### config.mk
export PLATFORM = sky130hd
export DESIGN_NAME = pwm_level_spi_tx
export DESIGN_NICKNAME = d
export VERILOG_FILES = /design/src/rtl/pwm_level_spi_tx.sv
export SDC_FILE = /design/constraint.sdc
export NUM_CORES = 1
export LEC_CHECK = 0
export CAP_MARGIN = 20
export CORE_MARGIN = 2
export CORE_UTILIZATION = 66
export CTS_CLUSTER_SIZE = 24
export DETAILED_ROUTE_END_ITERATION = 10
export PLACE_DENSITY = 0.88
export SYNTH_ARGS = -nofsm -noshare
export SYNTH_HDL_FRONTEND = slang
export SYNTH_SLANG_ARGS = --single-unit
### constraint.sdc
create_clock -name clk -period 3.88 [get_ports clk]
set_input_delay 0.97 -clock clk [delete_from_list [all_inputs] [get_ports clk]]
set_output_delay 0.97 -clock clk [all_outputs]
set_load 0.01 [all_outputs]
### src/rtl/pwm_level_spi_tx.sv
// Host end of the 7-channel PWM driver's SPI link: a shadow table of PWM levels,
// with one 11-bit {addr, level} frame sent per dirty channel in round-robin order.
module pwm_level_spi_tx #(
    parameter int CLK_DIV    = 4,
    parameter int GAP_CYCLES = 2
) (
    input  logic       clk,
    input  logic       reset,
    input  logic       wr_en,
    input  logic [2:0] wr_addr,
    input  logic [7:0] wr_data,
    output logic       sclk,
    output logic       mosi,
    output logic       busy,
    output logic [6:0] dirty,
    output logic       frame_done
);
    localparam int HW = $clog2(CLK_DIV) + 1;
    localparam int GW = $clog2(GAP_CYCLES + 1) + 1;
    localparam logic [HW-1:0] HALF_LAST = HW'(CLK_DIV - 1);
    localparam logic [GW-1:0] GAP_LAST  = GW'(GAP_CYCLES - 1);

    typedef enum logic [1:0] {IDLE, SHIFT, GAP} state_t;

    state_t        state_q, state_d;
    logic [7:0]    level_tbl [7];
    logic [6:0]    dirty_q;
    logic [2:0]    last_sent;
    logic [10:0]   shreg, shreg_d;
    logic [HW-1:0] half_cnt, half_d;
    logic [3:0]    bit_cnt, bit_d;
    logic [GW-1:0] gap_cnt, gap_d;
    logic          sclk_d, mosi_d, frame_done_d;
    logic          select;
    logic [3:0]    pick;
    logic          wr_ok;

    // Returns {found, idx}: first pending channel after 'last', wrapping 6 -> 0.
    function automatic logic [3:0] pick_next(input logic [6:0] pend, input logic [2:0] last);
        logic [3:0] res;
        logic [2:0] c;
        res = '0;
        c   = last;
        for (int i = 0; i < 7; i++) begin
            c = (c == 3'd6) ? 3'd0 : c + 3'd1;
            if (!res[3] && pend[c])
                res = {1'b1, c};
        end
        return res;
    endfunction

    assign pick  = pick_next(dirty_q, last_sent);
    assign wr_ok = wr_en && (wr_addr != 3'd7);
    assign dirty = dirty_q;

    always_comb begin
        // NOTE: every comb output gets a default first so no path can infer a latch.
        state_d      = state_q;
        select       = 1'b0;
        sclk_d       = sclk;
        mosi_d       = mosi;
        frame_done_d = 1'b0;
        half_d       = half_cnt;
        bit_d        = bit_cnt;
        gap_d        = gap_cnt;
        shreg_d      = shreg;
        case (state_q)
            IDLE: select = pick[3];
            SHIFT: begin
                if (half_cnt != HALF_LAST) begin
                    half_d = half_cnt + 1'b1;
                end else begin
                    half_d = '0;
                    if (!sclk) begin
                        sclk_d = 1'b1;
                    end else if (bit_cnt == 4'd10) begin
                        sclk_d       = 1'b0;
                        mosi_d       = 1'b0;
                        frame_done_d = 1'b1;
                        gap_d        = '0;
                        state_d      = (GAP_CYCLES == 0) ? IDLE : GAP;
                    end else begin
                        sclk_d  = 1'b0;
                        bit_d   = bit_cnt + 4'd1;
                        shreg_d = {shreg[9:0], 1'b0};
                        mosi_d  = shreg[9];
                    end
                end
            end
            GAP: begin
                if (gap_cnt == GAP_LAST) begin
                    state_d = IDLE;
                    select  = pick[3];
                end else begin
                    gap_d = gap_cnt + 1'b1;
                end
            end
            default: state_d = IDLE;
        endcase
        // Selection can close a gap directly, keeping back-to-back frames seamless.
        if (select) begin
            state_d = SHIFT;
            shreg_d = {pick[2:0], level_tbl[pick[2:0]]};
            mosi_d  = pick[2];
            sclk_d  = 1'b0;
            half_d  = '0;
            bit_d   = '0;
        end
    end

    always_ff @(posedge clk) begin
        // NOTE: state uses non-blocking assignments so all registers update from pre-edge values.
        if (reset) begin
            state_q    <= IDLE;
            sclk       <= 1'b0;
            mosi       <= 1'b0;
            busy       <= 1'b0;
            frame_done <= 1'b0;
            shreg      <= '0;
            half_cnt   <= '0;
            bit_cnt    <= '0;
            gap_cnt    <= '0;
        end else begin
            state_q    <= state_d;
            sclk       <= sclk_d;
            mosi       <= mosi_d;
            busy       <= (state_d != IDLE);
            frame_done <= frame_done_d;
            shreg      <= shreg_d;
            half_cnt   <= half_d;
            bit_cnt    <= bit_d;
            gap_cnt    <= gap_d;
        end
    end

    // NOTE: the level table is reset because the receiver also resets its levels to 0.
    always_ff @(posedge clk) begin
        if (reset) begin
            for (int i = 0; i < 7; i++)
                level_tbl[i] <= '0;
            dirty_q   <= '0;
            last_sent <= 3'd6;
        end else begin
            if (select) begin
                dirty_q[pick[2:0]] <= 1'b0;
                last_sent          <= pick[2:0];
            end
            // A same-cycle write wins over the clear, forcing a later retransmit.
            if (wr_ok) begin
                level_tbl[wr_addr] <= wr_data;
                dirty_q[wr_addr]   <= 1'b1;
            end
        end
    end
endmodule

* Yosys cells after proc, flatten, opt, wreduce, memory -nomap -nowiden
Memory sizes are Yosys's and may differ from the RTL's.
Index checks and enable logic that the tools add are counted.
** Operators by class
- $add $sub $neg :: 10
- Magnitude comparators :: 11
- Equality and inequality tests :: 19
- Multiplexer cells :: 69
- Bitwise logic cells :: 7
- Reduce and logical (&&, ||, !) cells :: 28
** Operator list (count)
- 10-bit 2-to-1 mux :: 5
- 3-bit 2-to-1 mux :: 13
- 3-bit by 4-bit < comparator with 1-bit output, second input constant :: 9
- 4-bit 2-to-1 mux :: 7
- 3-bit by 1-bit adder with 3-bit output, second input constant :: 9
- 1-bit 2-to-1 mux :: 23
- 1-bit binary-select mux with 3-bit select :: 7
- 3-bit == test, second input constant :: 7
- 7-bit 2-to-1 mux :: 3
- 2-bit != test, second input constant :: 6
- 2-bit 2-to-1 mux :: 5
- 1-bit logical AND :: 9
- 8-bit 2-to-1 mux :: 1
- 4-bit AND reduction :: 2
- 2-bit nonzero test :: 4
- 8-bit OR reduction :: 1
- 7-bit AND :: 1
- 7-bit NOT :: 1
- 7-bit OR :: 1
- 1-bit demux with 3-bit select :: 2
- 3-bit by 1-bit greater-or-equal comparator with 1-bit output, second input constant :: 2
- 1-bit zero test :: 6
- 2-bit one-hot mux with 3 select lines :: 1
- 3-bit one-hot mux with 2 select lines :: 1
- 15 further kinds :: 18
** Word-level totals
- Bits in registers :: 36
- Memory bits (writable) :: 56
- Output and inout bits :: 11
- Memories kept :: 1
** Memory list
- level_tbl :: depth 7, width 8, read ports 1, clocked after memory_dff 0, write ports 7, line 26 : logic [7:0] level_tbl [7];

* Logic depth before layout (Yosys ltp)
- Depth after elaboration :: 33
- Mapped depth :: 13
- Gate-level depth less buffers :: 10

* Worst setup path after synthesis
Ideal clock, no wire load.
- Path kind :: register to register
- From :: register dirty_q[1], in the netlist dirty[1]
- To :: register shreg[3]
- Library setup time :: 0.117 ns
- Data arrival time :: 2.554 ns
- Required time :: 3.763 ns
- Slack :: 1.210 ns
- Stages on the path, launching flop included :: 13
- Path buffers :: 2
- Clock period less this slack :: 2.670 ns
- Cells stage by stage :: dfxtp_1 > clkbuf_1 > o21bai_1 > a22oi_2 > a31oi_4 > mux2_4 > a211oi_2 > a211oi_4 > or2_1 > buf_4 > a2111oi_1 > a211o_1 > a21oi_1
** On the way
- Cells in the longest elaborated chain, start to end :: 25
- Elaborated cells between the ends (all ways) :: 42
- Classes of those cells :: 2 x eq/ne; 24 x mux; 15 x reduce/logical; 1 x memory
** Ends and longest elaborated chain
- start: declaration :: line 27 : logic [6:0] dirty_q;
- start signal: assignment :: line 141 : dirty_q <= '0;
- start signal: indexed assignment :: line 145 : dirty_q[pick[2:0]] <= 1'b0;
- start signal: indexed assignment :: line 151 : dirty_q[wr_addr] <= 1'b1;
- 1-bit binary-select mux with 3-bit select :: line 46 : if (!res[3] && pend[c])
- 1-bit 2-to-1 mux (implied by the code) :: line 46
- 4-bit 2-to-1 mux :: line 46
- 1-bit zero test :: line 46
- 1-bit logical AND :: line 46
- 4-bit 2-to-1 mux :: line 46
- 1-bit zero test :: line 46
- 1-bit logical AND :: line 46
- (+9 left out)
- 4-bit 2-to-1 mux :: line 46
- 1-bit zero test :: line 46
- 1-bit logical AND :: line 46
- 4-bit 2-to-1 mux * :: line 46
- 1-bit 2-to-1 mux :: line 91 : if (gap_cnt == GAP_LAST) begin
- 1-bit one-hot mux with 2 select lines :: line 67 : case (state_q)
- 2-bit != test (no line) / 2-bit nonzero test (equally long branches)
- 4-bit AND reduction (no line)
- end signal: assignment :: line 129 : shreg <= shreg_d;
- end: declaration :: line 29 : logic [10:0] shreg, shreg_d;
Every way passes the cells marked *; elsewhere a longest branch is shown, timed or not. The select of a mux whose other input is x is not followed.
A chain may end at the register's enable or synchronous reset.

* Worst setup path after layout
- From :: register last_sent[0]
- To :: register shreg[2]
** On the way
- Cells in the longest elaborated chain, start to end :: 27
- Elaborated cells between the ends (all ways) :: 63
- Classes of those cells :: 7 x add/sub; 9 x eq/ne; 31 x mux; 15 x reduce/logical; 1 x memory
** Ends and longest elaborated chain
- start: declaration :: line 28 : logic [2:0] last_sent;
- start signal: assignment :: line 146 : last_sent <= pick[2:0];
- 3-bit by 1-bit adder with 3-bit output / 3-bit == test (equally long branches) :: line 45 : c = (c == 3'd6) ? 3'd0 : c + 3'd1;
- 3-bit 2-to-1 mux * :: line 45
- branches (longest 20 deep; another with 3-bit by 1-bit adder with 3-bit output)
- 4-bit 2-to-1 mux * :: line 46
- 1-bit 2-to-1 mux :: line 91
- 1-bit one-hot mux with 2 select lines :: line 67
- 2-bit != test (no line) / 2-bit nonzero test (equally long branches)
- 4-bit AND reduction (no line)
Mark *: on every way between the ends. The select of a mux whose other input is x is not followed.

==> run_results.csv <==
group,metric,value,unit
synth,yosysUniqueCellTypes,85,
setup_path,cp_num_buf_inv,1,
final_layout,antenna-diode-count,0,
power_and_ir_drop,p_switching,2.45,mW
flow_run,maxCapViolCount,0,
final_layout,fin_util,72.3,%
clocking,hold_buffers,0,
clocking,post_cts_buffers,0,
detailed_routing,dr.pass1.iters,5,
sta,finalCritPeriodShare,94.8,%
final_layout,postLayoutCellArea,6210,um^2
sta,clock_skew,12.9,ps
worst_hold_path,hold_start,"half_cnt[2]",
clocking,ctsResizeCount,0,
clocking,htree_levels,3,
synth,syn_area_per_cell,9.74,um^2
detailed_routing,vias_per_cell,6.72,
die,fp-row-count,34,
global_route,antenna_found_initial,0,
synth,synth_top_area_share,29.3,%
sta,setup_tns,0,ps
synth,synthCells,589,
clocking,root_buffer,"clkbuf_8",
global_route,grt_start_max_net_pins,23,
clocking,clockBufferDepth,2,
setup_path,arrival,3940,ps
setup_path,critPathTopFamily,"compound AO/OA/AOI/OAI gates",
clocking,cts.sinks,100,
setup_path,critical_path_class,"reg -> reg",
worst_hold_path,hp-class,"reg -> reg",
setup_path,startpoint,"last_sent[0]",
global_route,grt_pass1_vias,4592,
synth,async_flop_share,0,%
setup_path,worst_path_max_delay_cell,"dfxtp_1",
final_layout,ff_latch_area,2560,um^2
synth,yosysSeqAreaShare,44.7,%
sta,max_slew.worst_pin.slew,723,ps
place,globalplace.congestion,1.02,
synth,synth_edf_count,56,
power_and_ir_drop,swShare,47.5,%
clocking,cts_made_buffers,9,
clocking,cts_tree,"done",
sta,period_needed,3680,ps
power_and_ir_drop,powerDensity,831,nW/um^2
power_and_ir_drop,p_int,2.71,mW
global_route,grt_overflow_total,0,
sta,hold_viol,0,
synth,netlist_top_cells_area,"edfxtp_1, dfxtp_1, nand2_1, nor2_1, nand3_1",
power_and_ir_drop,leakagePower,2.34,nW
setup_path,r2r-start,"last_sent[0]",
setup_path,cp.required,4140,ps
place,placed_area,6010,um^2
synth,yosys_register_bits,100,
sta,slew_headroom,51.8,%
final_layout,syn_to_final_growth,8.24,%
setup_path,cp_cell_sequence,"buf_4, mux2i_1, o31ai_1, a21oi_2, and3_1, and2_4, a221o_1, nor3_1, nand3_1, a31oi_1, a211oi_2",
die,core,8590,um^2
setup_path,path_max_fanout,18,
final_layout,fillers,619,
die,initial_utilization,66.8,%
synth,synth_area_leader_cell,"edfxtp_1",
setup_path,critPathLaunchType,"flop",
power_and_ir_drop,p_comb_share,60.5,%
global_route,grtUsageTotal,31.9,%
detailed_routing,drtAntennaViolNets,0,
die,die_w,97.2,um
power_and_ir_drop,pwr-share-seq,25.8,%
setup_path,end_kind,"flop",
die,dieArea,9450,um^2
final_layout,nNetsFinal,624,
place,io_buffer_count,24,
detailed_routing,drt_iter0_drc,426,
detailed_routing,routed_wl,15000,um
detailed_routing,drt-wirelength-per-cell,20.9,um
run_status,status,"finished clean",
power_and_ir_drop,pwr-share-clk,13.7,%
sta,fmaxAchievable,272,MHz
global_route,grt_first_pass_wirelength,23800,um
synth,synth_flop_cell,"edfxtp_1",
synth,ys_warn_count,0,
final_layout,layout_common_cells,"nor2_1, nand2_1, edfxtp_1",
sta,setup_viol,0,
setup_path,worst_path_largest_cell_delay,610,ps
synth,synth_area,5740,um^2
clocking,clk_pin_slew,110,ps
final_layout,drive_gt1_share,12.5,%
place,place_hpwl,10500,um
die,die_y,97.2,um
detailed_routing,dr_total_vias,4824,
sta,drv_slew,0,
clocking,insertion_delay,380,ps
final_layout,multi_input_comb_area,2890,um^2
sta,rsz0062_at_grt,"no",
die,io_pins,25,
detailed_routing,drc,0,
power_and_ir_drop,peakVddDrop,0.427,mV
tightest hold or removal path, stage by stage, from the launching register on:
cell,delay [ps]
dfxtp_1,330
inv_1,50
a211oi_1,30
Yosys cell counts (all sizes together), types with 12 or more instances:
master / number
nand2: 62
nor2: 61
edfxtp: 56
dfxtp: 44
o21ai: 37
nand3: 35
buf: 25
a21oi: 23
mux2: 23
inv: 18
o211ai: 17
clkbuf: 16
mux2i: 15
and2: 12
power groups by stage:
stage | sequential (mW) | clock, mW | combinational, mW
2_1_floorplan | 1.31 | 0 | 2.41
3_3_place_gp | 1.35 | 0 | 2.92
3_5_place_dp | 1.35 | 0 | 2.99
4_1_cts | 1.33 | 0.706 | 3.04
5_1_grt | 1.35 | 0.745 | 3.30
6_report | 1.33 | 0.707 | 3.12
final cells by class:
cell class / instances / area share [%]
multi-input combinational: 437 / 46.5
sequential: 100 / 41.3
timing repair buffer: 39 / 5.68
tap: 108 / 2.18
clock buffer: 9 / 1.99
clock inverter: 7 / 1.29
inverter: 18 / 1.09
registers in the layout, summed over array words and instances, names as in the netlist:
name        cells
busy            1
bit_cnt         4
mosi            1
level_tbl      64
frame_done      1
half_cnt        3
state_q         2
gap_cnt         3
dirty           7
shreg          10
sclk            1
last_sent       3
stage by stage:
| step | instances | hold WS [ps] | setup slack, ps | total power, mW |
|---|---|---|---|---|
| CTS | 718 | 444 | 311 | 5.07 |
| global placement | 702 | 419 | 391 | 4.27 |
| detailed placement | 702 | 429 | 359 | 4.35 |
| floorplan | 596 | 410 | 1210 | 3.73 |
| finish | 718 | 440 | 203 | 5.16 |
| global route | 718 | 466 | 27.9 | 5.40 |
worst paths after layout:
check,end,slack (ps),depth (start not counted)
max,shreg[2],200,11
min reg2reg,half_cnt[2],440,2
min,half_cnt[2],440,2
max reg2reg,shreg[2],200,11
routing by layer:
metal  up-vias  track usage (%)  share of wire [%]
met5         -                0                  0
met4         0             15.4                3.7
met3        37             4.60                8.9
met2       288             54.0                 49
met1      2304             40.4                 38
li1       2195                -                  -
logic make-up after synthesis:
logic type / share of synthesized area (%)
AND/OR/NAND/NOR: 19.3
AO/OA/AOI/OAI: 20.7
flip-flops: 44.7
buffers and inverters: 5.45
multiplexers: 7.72
XOR/XNOR: 0.916
adder cells (fa/ha/maj): 1.09
other: 0.0654
No activity file was read; power rests on OpenSTA's default activity.
